==> src/rtl/branch_predictor.sv <==
`default_nettype none
// ============================================================================
// Module      : branch_predictor
// Description : Bimodal/gshare branch predictor. It has a 64-entry BHT of
//               2-bit saturating counters and a 16-entry direct-mapped BTB.
//               The fetch lookup is combinational. The resolve stage
//               registers the mispredict flag and the redirect PC.
//               Optional feature: define BRANCH_PRED_GSHARE_EN to XOR a
//               6-bit global history register into the BHT index.
// Revision    : 1.0 - initial release
// ============================================================================
module branch_predictor (
  input  logic        clk,
  input  logic        rst_n,
  input  logic        if_valid,
  input  logic [31:0] if_pc,
  output logic        pred_taken,
  output logic [31:0] pred_target,
  output logic [5:0]  pred_idx,
  input  logic        ex_valid,
  input  logic [31:0] ex_pc,
  input  logic        ex_taken,
  input  logic [31:0] ex_target,
  input  logic        ex_pred_taken,
  input  logic [31:0] ex_pred_target,
  input  logic [5:0]  ex_idx,
  output logic        mispredict,
  output logic [31:0] redirect_pc
);

  localparam int         c_BHT_ENTRIES = 64;
  localparam int         c_BTB_ENTRIES = 16;
  localparam logic [1:0] c_CTR_RESET   = 2'd1;  // weakly not-taken
  localparam logic [1:0] c_CTR_MAX     = 2'd3;
  localparam logic [1:0] c_CTR_MIN     = 2'd0;

  logic [1:0]  r_bht       [0:c_BHT_ENTRIES-1];
  logic [15:0] r_btb_valid;
  logic [25:0] r_btb_tag   [0:c_BTB_ENTRIES-1];
  logic [31:0] r_btb_tgt   [0:c_BTB_ENTRIES-1];
  logic        r_mispredict;
  logic [31:0] r_redirect_pc;

  logic [5:0]  w_idx;
  logic [3:0]  w_btb_idx;
  logic        w_btb_hit;
  logic [1:0]  w_ctr;
  logic [3:0]  w_ex_btb_idx;
  logic        w_dir_miss;
  logic        w_tgt_miss;

  // ---------------------------------------------------------------------------
  // BHT indexing: plain PC bits, or PC bits folded with the resolved history
  // ---------------------------------------------------------------------------
`ifdef BRANCH_PRED_GSHARE_EN
  logic [5:0] r_ghr;

  // History advances only when a branch resolves, never at fetch time
  always_ff @(posedge clk or negedge rst_n) begin
    if (!rst_n) begin
      r_ghr <= 6'd0;
    end else if (ex_valid) begin
      r_ghr <= {r_ghr[4:0], ex_taken};
    end
  end

  assign w_idx = if_pc[7:2] ^ r_ghr;
`else
  assign w_idx = if_pc[7:2];
`endif

  // ---------------------------------------------------------------------------
  // Combinational lookup against the current (pre-update) array contents
  // ---------------------------------------------------------------------------
  assign w_btb_idx   = if_pc[5:2];
  assign w_btb_hit   = r_btb_valid[w_btb_idx] && (r_btb_tag[w_btb_idx] == if_pc[31:6]);
  assign w_ctr       = r_bht[w_idx];
  assign pred_taken  = if_valid && w_btb_hit && w_ctr[1];
  assign pred_target = pred_taken ? r_btb_tgt[w_btb_idx] : (if_pc + 32'd4);
  assign pred_idx    = w_idx;

  // ---------------------------------------------------------------------------
  // BHT: one saturating counter per entry, trained at resolve
  // ---------------------------------------------------------------------------
  generate
    for (genvar gi = 0; gi < c_BHT_ENTRIES; gi++) begin : g_bht
      // Step this counter toward the resolved outcome when it is the one addressed
      always_ff @(posedge clk or negedge rst_n) begin
        if (!rst_n) begin
          r_bht[gi] <= c_CTR_RESET;
        end else if (ex_valid && (ex_idx == 6'(gi))) begin
          if (ex_taken) begin
            if (r_bht[gi] != c_CTR_MAX) r_bht[gi] <= r_bht[gi] + 2'd1;
          end else begin
            if (r_bht[gi] != c_CTR_MIN) r_bht[gi] <= r_bht[gi] - 2'd1;
          end
        end
      end
    end
  endgenerate

  // ---------------------------------------------------------------------------
  // BTB: allocated/overwritten only by taken branches
  // ---------------------------------------------------------------------------
  assign w_ex_btb_idx = ex_pc[5:2];

  generate
    for (genvar gj = 0; gj < c_BTB_ENTRIES; gj++) begin : g_btb
      // Valid bit is the only BTB state that needs a reset value
      always_ff @(posedge clk or negedge rst_n) begin
        if (!rst_n) begin
          r_btb_valid[gj] <= 1'b0;
        end else if (ex_valid && ex_taken && (w_ex_btb_idx == 4'(gj))) begin
          r_btb_valid[gj] <= 1'b1;
        end
      end

      // Tag and target are qualified by the valid bit, so they carry no reset
      always_ff @(posedge clk) begin
        if (ex_valid && ex_taken && (w_ex_btb_idx == 4'(gj))) begin
          r_btb_tag[gj] <= ex_pc[31:6];
          r_btb_tgt[gj] <= ex_target;
        end
      end
    end
  endgenerate

  // ---------------------------------------------------------------------------
  // Resolution compare: register the flush request and the corrected fetch PC
  // ---------------------------------------------------------------------------
  assign w_dir_miss = ex_taken ^ ex_pred_taken;
  assign w_tgt_miss = ex_taken && ex_pred_taken && (ex_target != ex_pred_target);

  // Mispredict pulses for one cycle; redirect_pc keeps its value between resolves
  always_ff @(posedge clk or negedge rst_n) begin
    if (!rst_n) begin
      r_mispredict  <= 1'b0;
      r_redirect_pc <= 32'd0;
    end else begin
      r_mispredict <= ex_valid && (w_dir_miss || w_tgt_miss);
      if (ex_valid) begin
        r_redirect_pc <= ex_taken ? ex_target : (ex_pc + 32'd4);
      end
    end
  end

  assign mispredict  = r_mispredict;
  assign redirect_pc = r_redirect_pc;

endmodule
`default_nettype wire

==> config.mk <==
export PLATFORM = sky130hd
export DESIGN_NAME = branch_predictor
export DESIGN_NICKNAME = d
export VERILOG_FILES = /design/src/rtl/branch_predictor.sv
export SDC_FILE = /design/constraint.sdc
export NUM_CORES = 2
export LEC_CHECK = 0
export BUFFER_PORTS_ARGS = -buffer_cell sky130_fd_sc_hd__buf_4
export CAP_MARGIN = 15
export CELL_PAD_IN_SITES_DETAIL_PLACEMENT = 2
export CELL_PAD_IN_SITES_GLOBAL_PLACEMENT = 2
export CORE_MARGIN = 2
export CORE_UTILIZATION = 45
export DETAILED_ROUTE_END_ITERATION = 16
export PLACE_DENSITY = 0.79
export REMOVE_ABC_BUFFERS = 1
export SYNTH_ARGS = -nofsm -noshare
export SYNTH_HDL_FRONTEND = slang
export SYNTH_SLANG_ARGS = --single-unit
==> constraint.sdc <==
create_clock -name clk -period 6 [get_ports clk]
set_clock_uncertainty 0.2 [all_clocks]
set_input_delay 0.3 -clock clk [delete_from_list [all_inputs] [get_ports clk]]
set_output_delay 0.3 -clock clk [all_outputs]
set_load 0.05 [all_outputs]
Word level (Yosys, flattened, before mapping). Memory sizes are Yosys's and may differ from the RTL's. Index checks and enable logic that the tools add are counted.

Bits in read-only memories: 0. Memories kept: 2. Latch bits: 0. Memory bits (writable): 928. Register bits: 177. Logic and storage cells: 1059.

Bitwise operators: 2. Divide/modulo/power cells: 0. Add/subtract/negate cells: 130. Reduce and logical (&&, ||, !) cells: 312. Shift operators: 0. Multiplexer cells: 321. Equal/unequal tests: 208. $mul: 0. $lt $le $gt $ge: 2.

Memory list: r_btb_tgt (depth 16, width 32, read ports 1, clocked after memory_dff 0, write ports 1, line 40) `logic [31:0] r_btb_tgt [0:c_BTB_ENTRIES-1];`; r_btb_tag (depth 16, width 26, read ports 1, clocked after memory_dff 0, write ports 1, line 39) `logic [25:0] r_btb_tag [0:c_BTB_ENTRIES-1];`.

Operator list (count): 2-to-1 mux 32 bit (17); OR reduction 32 bit (15); 2-to-1 mux 26 bit (15); OR reduction 26 bit (15); 2-to-1 mux 2 bit (194); nonzero test 2 bit (128); equality test 6 bit (second input constant) (32); AND reduction 3 bit (64); adder 2 x 1 -> 2 bit (second input constant) (64); != test 2 x 1 -> 1 bit (second input constant) (64); != test 2 bit (second input constant) (64); subtractor 2 x 1 -> 2 bit (second input constant) (64); 2-to-1 mux 4 bit (30); equality test 6 x 5 -> 1 bit (second input constant) (16); logical AND 1 bit (87); adder 32 x 3 -> 32 bit (second input constant) (2); 2-to-1 mux 1 bit (63); equality test 6 x 4 -> 1 bit (second input constant) (8); equality test 4 bit (second input constant) (8); != test 32 bit (1); equality test 26 bit (1); equality test 6 x 3 -> 1 bit (second input constant) (4); equality test 4 x 3 -> 1 bit (second input constant) (4); binary-select mux 2 bit (select 6 bit) (1); 12 further kinds (14).

Depth between registers and ports, before layout.
Depth in word-level cells: 20. Depth in mapped cells: 16. Mapped depth without buffers: 9.

Worst setup path before layout. OpenSTA, ideal clock, no wires.

Path kind: input to register. From: in ex_valid. To: reg r_btb_valid[0]. Arrival time: 5186 ps. Cell stages on the path: 4. Setup time: 89 ps. Buffers on the path: 1. Setup slack: 524 ps. Data required time: 5711 ps. Path through: clkbuf_1 > nand3_1 > nor3_1 > or2_2.

Cells in the longest elaborated chain, start to end: 2.

RTL lines: start, declared (line 20) `input logic ex_valid,`; logical AND 1 bit (2 in series) (line 113) `end else if (ex_valid && ex_taken && (w_ex_btb_idx == 4'(gj))) begin`; end signal, assigned by index (line 112) `r_btb_valid[gj] <= 1'b0;`; end signal, assigned by index (line 114) `r_btb_valid[gj] <= 1'b1;`; end, declared (line 38) `logic [15:0] r_btb_valid;`.

Every way passes these cells. A chain may end at the register's enable or synchronous reset.

Worst setup path after layout.
From: in if_pc[3]. To: out pred_taken.

Cells in the longest elaborated chain, start to end: 5.

RTL lines: start, declared (line 16) `input logic [31:0] if_pc,`; memory read (16 x 26 bit) (tied with other cells); equality test 26 bit (tied with other cells) (line 76) `assign w_btb_hit = r_btb_valid[w_btb_idx] && (r_btb_tag[w_btb_idx] == if_pc[31:6]);`; logical AND 1 bit / 2-to-1 mux 2 bit (equally long branches) (line 76, 77); logical AND 1 bit / 2-to-1 mux 2 bit (equally long branches) (line 78, 77); logical AND 1 bit * (line 78) `assign pred_taken = if_valid && w_btb_hit && w_ctr[1];`; end, declared (line 17) `output logic pred_taken,`.

Mark *: on every way between the ends. The rest lies on a longest branch, timed or not. The select of a mux whose other input is x is not followed.

==> results.md <==
* Status: finished, final reports clean
* Chip Width at 328 µm
* H-Tree Depth at 3
* Sequential share of the synthesized area at 68.4%
* Bufs on Longest Clock Path at 3
* Post-Route WL at 202000 µm
* Commonest non-fill, non-tap cells in the layout: edfxtp_1 (928), buf_4 (267), mux4_2 (252)
* Final worst path period need at 5.57 ns
* Clock transition at path regs at 0.06 ns
* Final slew viol count at 0
* Hold WS at 0.0198 ns
* Fin. Hold Viols at 0
* Worst Path Max Fanout at 67
* Synth unique cells at 75
* Post-route design area at 55100 µm²
* RSZ-0062 raised after global routing: false
* Final period utilization at 92.9%
* YS warnings at 0
* CTS Root Cell: clkbuf_16
* Final ANT Viol Nets at 0
* Largest cells by area after synthesis: edfxtp_1 (59%), mux4_2 (12%), dfrtp_1 (6.0%)
* Area grow syn2layout at 16.3%
* Reg2reg start: r_bht[46]$_DFFE_PN1P_
* Slew @ Worst Pin at 1.25 ns
* Vias in the first global route at 34769
* Post-CTS Resized at 0
* GRT Overall Usage at 37.4%
* Slew margin rel. at 16.7%
* Synthesized area at 47300 µm²
* Largest net degree at the start of global routing at 69
* Routed WL per cell at 43.1 µm
* Port bufs at 211
* Critical path data arrival time at 5.07 ns
* Setup bufs post-CTS at 0
* Worst setup EP type: output port
* Setup TNS at 0 ns
* Post-synth top area share at 58.9%
* Worst-skew pair later-pin latency at 0.74 ns
* Post-synth EDFFs at 928
* Setup CP Type: input port to output port
* Cell Pwr Density at 324 nW/µm²
* Required @ worst endpoint at 5.50 ns
* Critical Path Source Type: input port
* Chip height at 328 µm
* Yosys reg bits at 1105
* Post-Synthesis Mean Instance Area at 16.4 µm²
* Vias at 32900
* Synth Instances at 2892
* FMAX at 179 MHz
* Initial DRT Pass Iterations at 6
* # setup viols final at 0
* Layout cells sized above 1 at 26.5%
* Async SR Flop Fraction at 16.0%
* Ports at 212
* Setup crit start: if_pc[3]
* Die ar. at 108000 µm²
* CP max stage delay at 0.91 ns
* CTS tree: done
* Drt initial violations at 4619
* Post-DP HPWL at 110000 µm
* Initial antenna violation count at 12
* DRC violations left at 0
* Fillers at 9191
* Post-DR vias/cell at 7.00
* Clk sinks at 1105
* Remaining global-route overflow at 0
* Most used DFF post-synth: edfxtp_1
* Max-cap violations at 0
* VDD IR max at 340 µV
* Area post-placement at 50700 µm²
* Post-synth top area cell: edfxtp_1
* CP cell instances: buf_8 -> buf_12 -> mux4_2 -> nor2_1 -> a221oi_1 -> xnor2_1 -> a21oi_1 -> a211oi_1 -> o2111ai_1 -> nor4b_1 -> buf_2 -> buf_4 -> buf_4
* Commonest non-fill, non-tap cell in the layout: edfxtp_1
* First-pass GRT wire length at 281000 µm
* Initial Util at 45.6%
* Leakage power at 18.3 nW
* Num CTS Buffers at 116
* Core area at 104000 µm²
* Num rows at 118
* Fin nets at 3361
* Crit path max-delay cell type: xnor2_1
* CP dominant cell by count: buf_4
* Placer Congestion at 0.886
* Hold Path Class: input port to async pin
## state kept, by name (all words and copies together) (netlist names)
signal       flops
mispredict       1
redirect_pc     32
r_btb_tgt      512
r_bht          128
r_btb_valid     16
r_btb_tag      416
## through the flow
| stage | setup slack [ns] | utilization [%] | instances | total power, mW |
|---|---|---|---|---|
| after floorplan | 0.589 | - | 2743 | 9.49 |
| after global placement | 0.911 | 48.7 | 4403 | 10.2 |
| after detailed placement | 1.09 | 48.7 | 4404 | 10.3 |
| after CTS | 0.900 | 53.0 | 4695 | 17.6 |
| after global routing | 0.546 | 53.0 | 4698 | 18.1 |
| final | 0.428 | 53.0 | 4700 | 17.8 |
## layout make-up
cell class / instances / area (µm²) / share of cell area, %
Sequential cell: 1105 / 32400 / 58.8
Multi-Input combinational cell: 1624 / 14300 / 25.9
Clock inverter: 50 / 404 / 0.734
Clock buffer: 169 / 3260 / 5.92
Tap cell: 1380 / 1730 / 3.13
Timing Repair Buffer: 354 / 2990 / 5.43
Antenna cell: 4 / 10.0 / 0.0182
Inverter: 14 / 55.1 / 0.0999
## metal layers
metal	global-route usage [%]	vias to the layer above	part of all wire [%]
met4	22.7	16	7.0
met1	46.1	17323	35
met3	8.18	748	9.9
met2	60.8	2758	48
met5	0	-	0.050
li1	-	12055	-
## synth_stat cells (14+ instances only)
master    instances
nand3b_1         14
buf_4            27
nand2b_1         15
mux2i_1          86
xnor2_1          81
dfrtp_1         113
a211oi_1         17
mux2_4           30
dfstp_2          64
o22ai_1          21
nor2_1          185
clkbuf_1         80
nand2_1         206
o31ai_1          22
o21ai_0         240
xor2_1           30
a21oi_1         127
nand4_1          25
or2_2            19
buf_1            18
nand3_1          35
a31oi_1          17
mux4_2          252
nor3b_1          16
nor3_1           22
edfxtp_1        928
mux2_2           39
## critical path, delay by kind of cell
kind	cells	cell delay, ns
xor gates and xnor gates	1	0.91
muxes	1	0.59
and+or+nand+nor	2	0.69
AOI/OAI and AO/OA	4	1.02
buffers and inverters	5	1.41
## path summary, 6_finish.rpt
| check | cells past startpoint | end | slack, ns |
|---|---|---|---|
| setup / recovery | 13 | pred_taken | 0.43 |
| hold / removal | 2 | r_bht[107]$_DFFE_PN0P_ | 0.02 |
| setup reg to reg | 2 | r_bht[46]$_DFFE_PN1P_ | 4.68 |
| hold reg to reg | 1 | r_btb_valid[10]$_DFFE_PN0P_ | 0.29 |
| max in group asynchronous | 3 | r_bht[35]$_DFFE_PN0P_ | 4.03 |
| min in group clk | 6 | r_bht[121]$_DFFE_PN0P_ | 0.04 |
## report_power, final
part / internal [mW] / leakage, nW / switching (mW)
Sequential: 8.54 / 10.2 / 0.166
Clock: 3.92 / 1.81 / 3.55
Combinational: 0.562 / 6.28 / 1.10
## logic make-up (layout without fill, tap and decap cells)
| kind of cell | after synthesis | in the layout | synth area share [%] |
|---|---|---|---|
| xor gates and xnor gates | 111 | 111 | 2.05 |
| adders and majority gates | 6 | 6 | 0.159 |
| muxes | 407 | 407 | 15.7 |
| other | 0 | 4 | 0 |
| and+or+nand+nor | 602 | 602 | 6.00 |
| AOI/OAI and AO/OA | 498 | 498 | 5.99 |
| DFF | 1105 | 1105 | 68.4 |
| buffers and inverters | 163 | 587 | 1.74 |
## timing repair
| item | CTS | global route |
|---|---|---|
| hold buffers | 72 | 0 |
| setup endpoints to repair | 0 | 0 |
| hold endpoints to repair | 1024 | 0 |
Power figures use the tool's default switching activity.
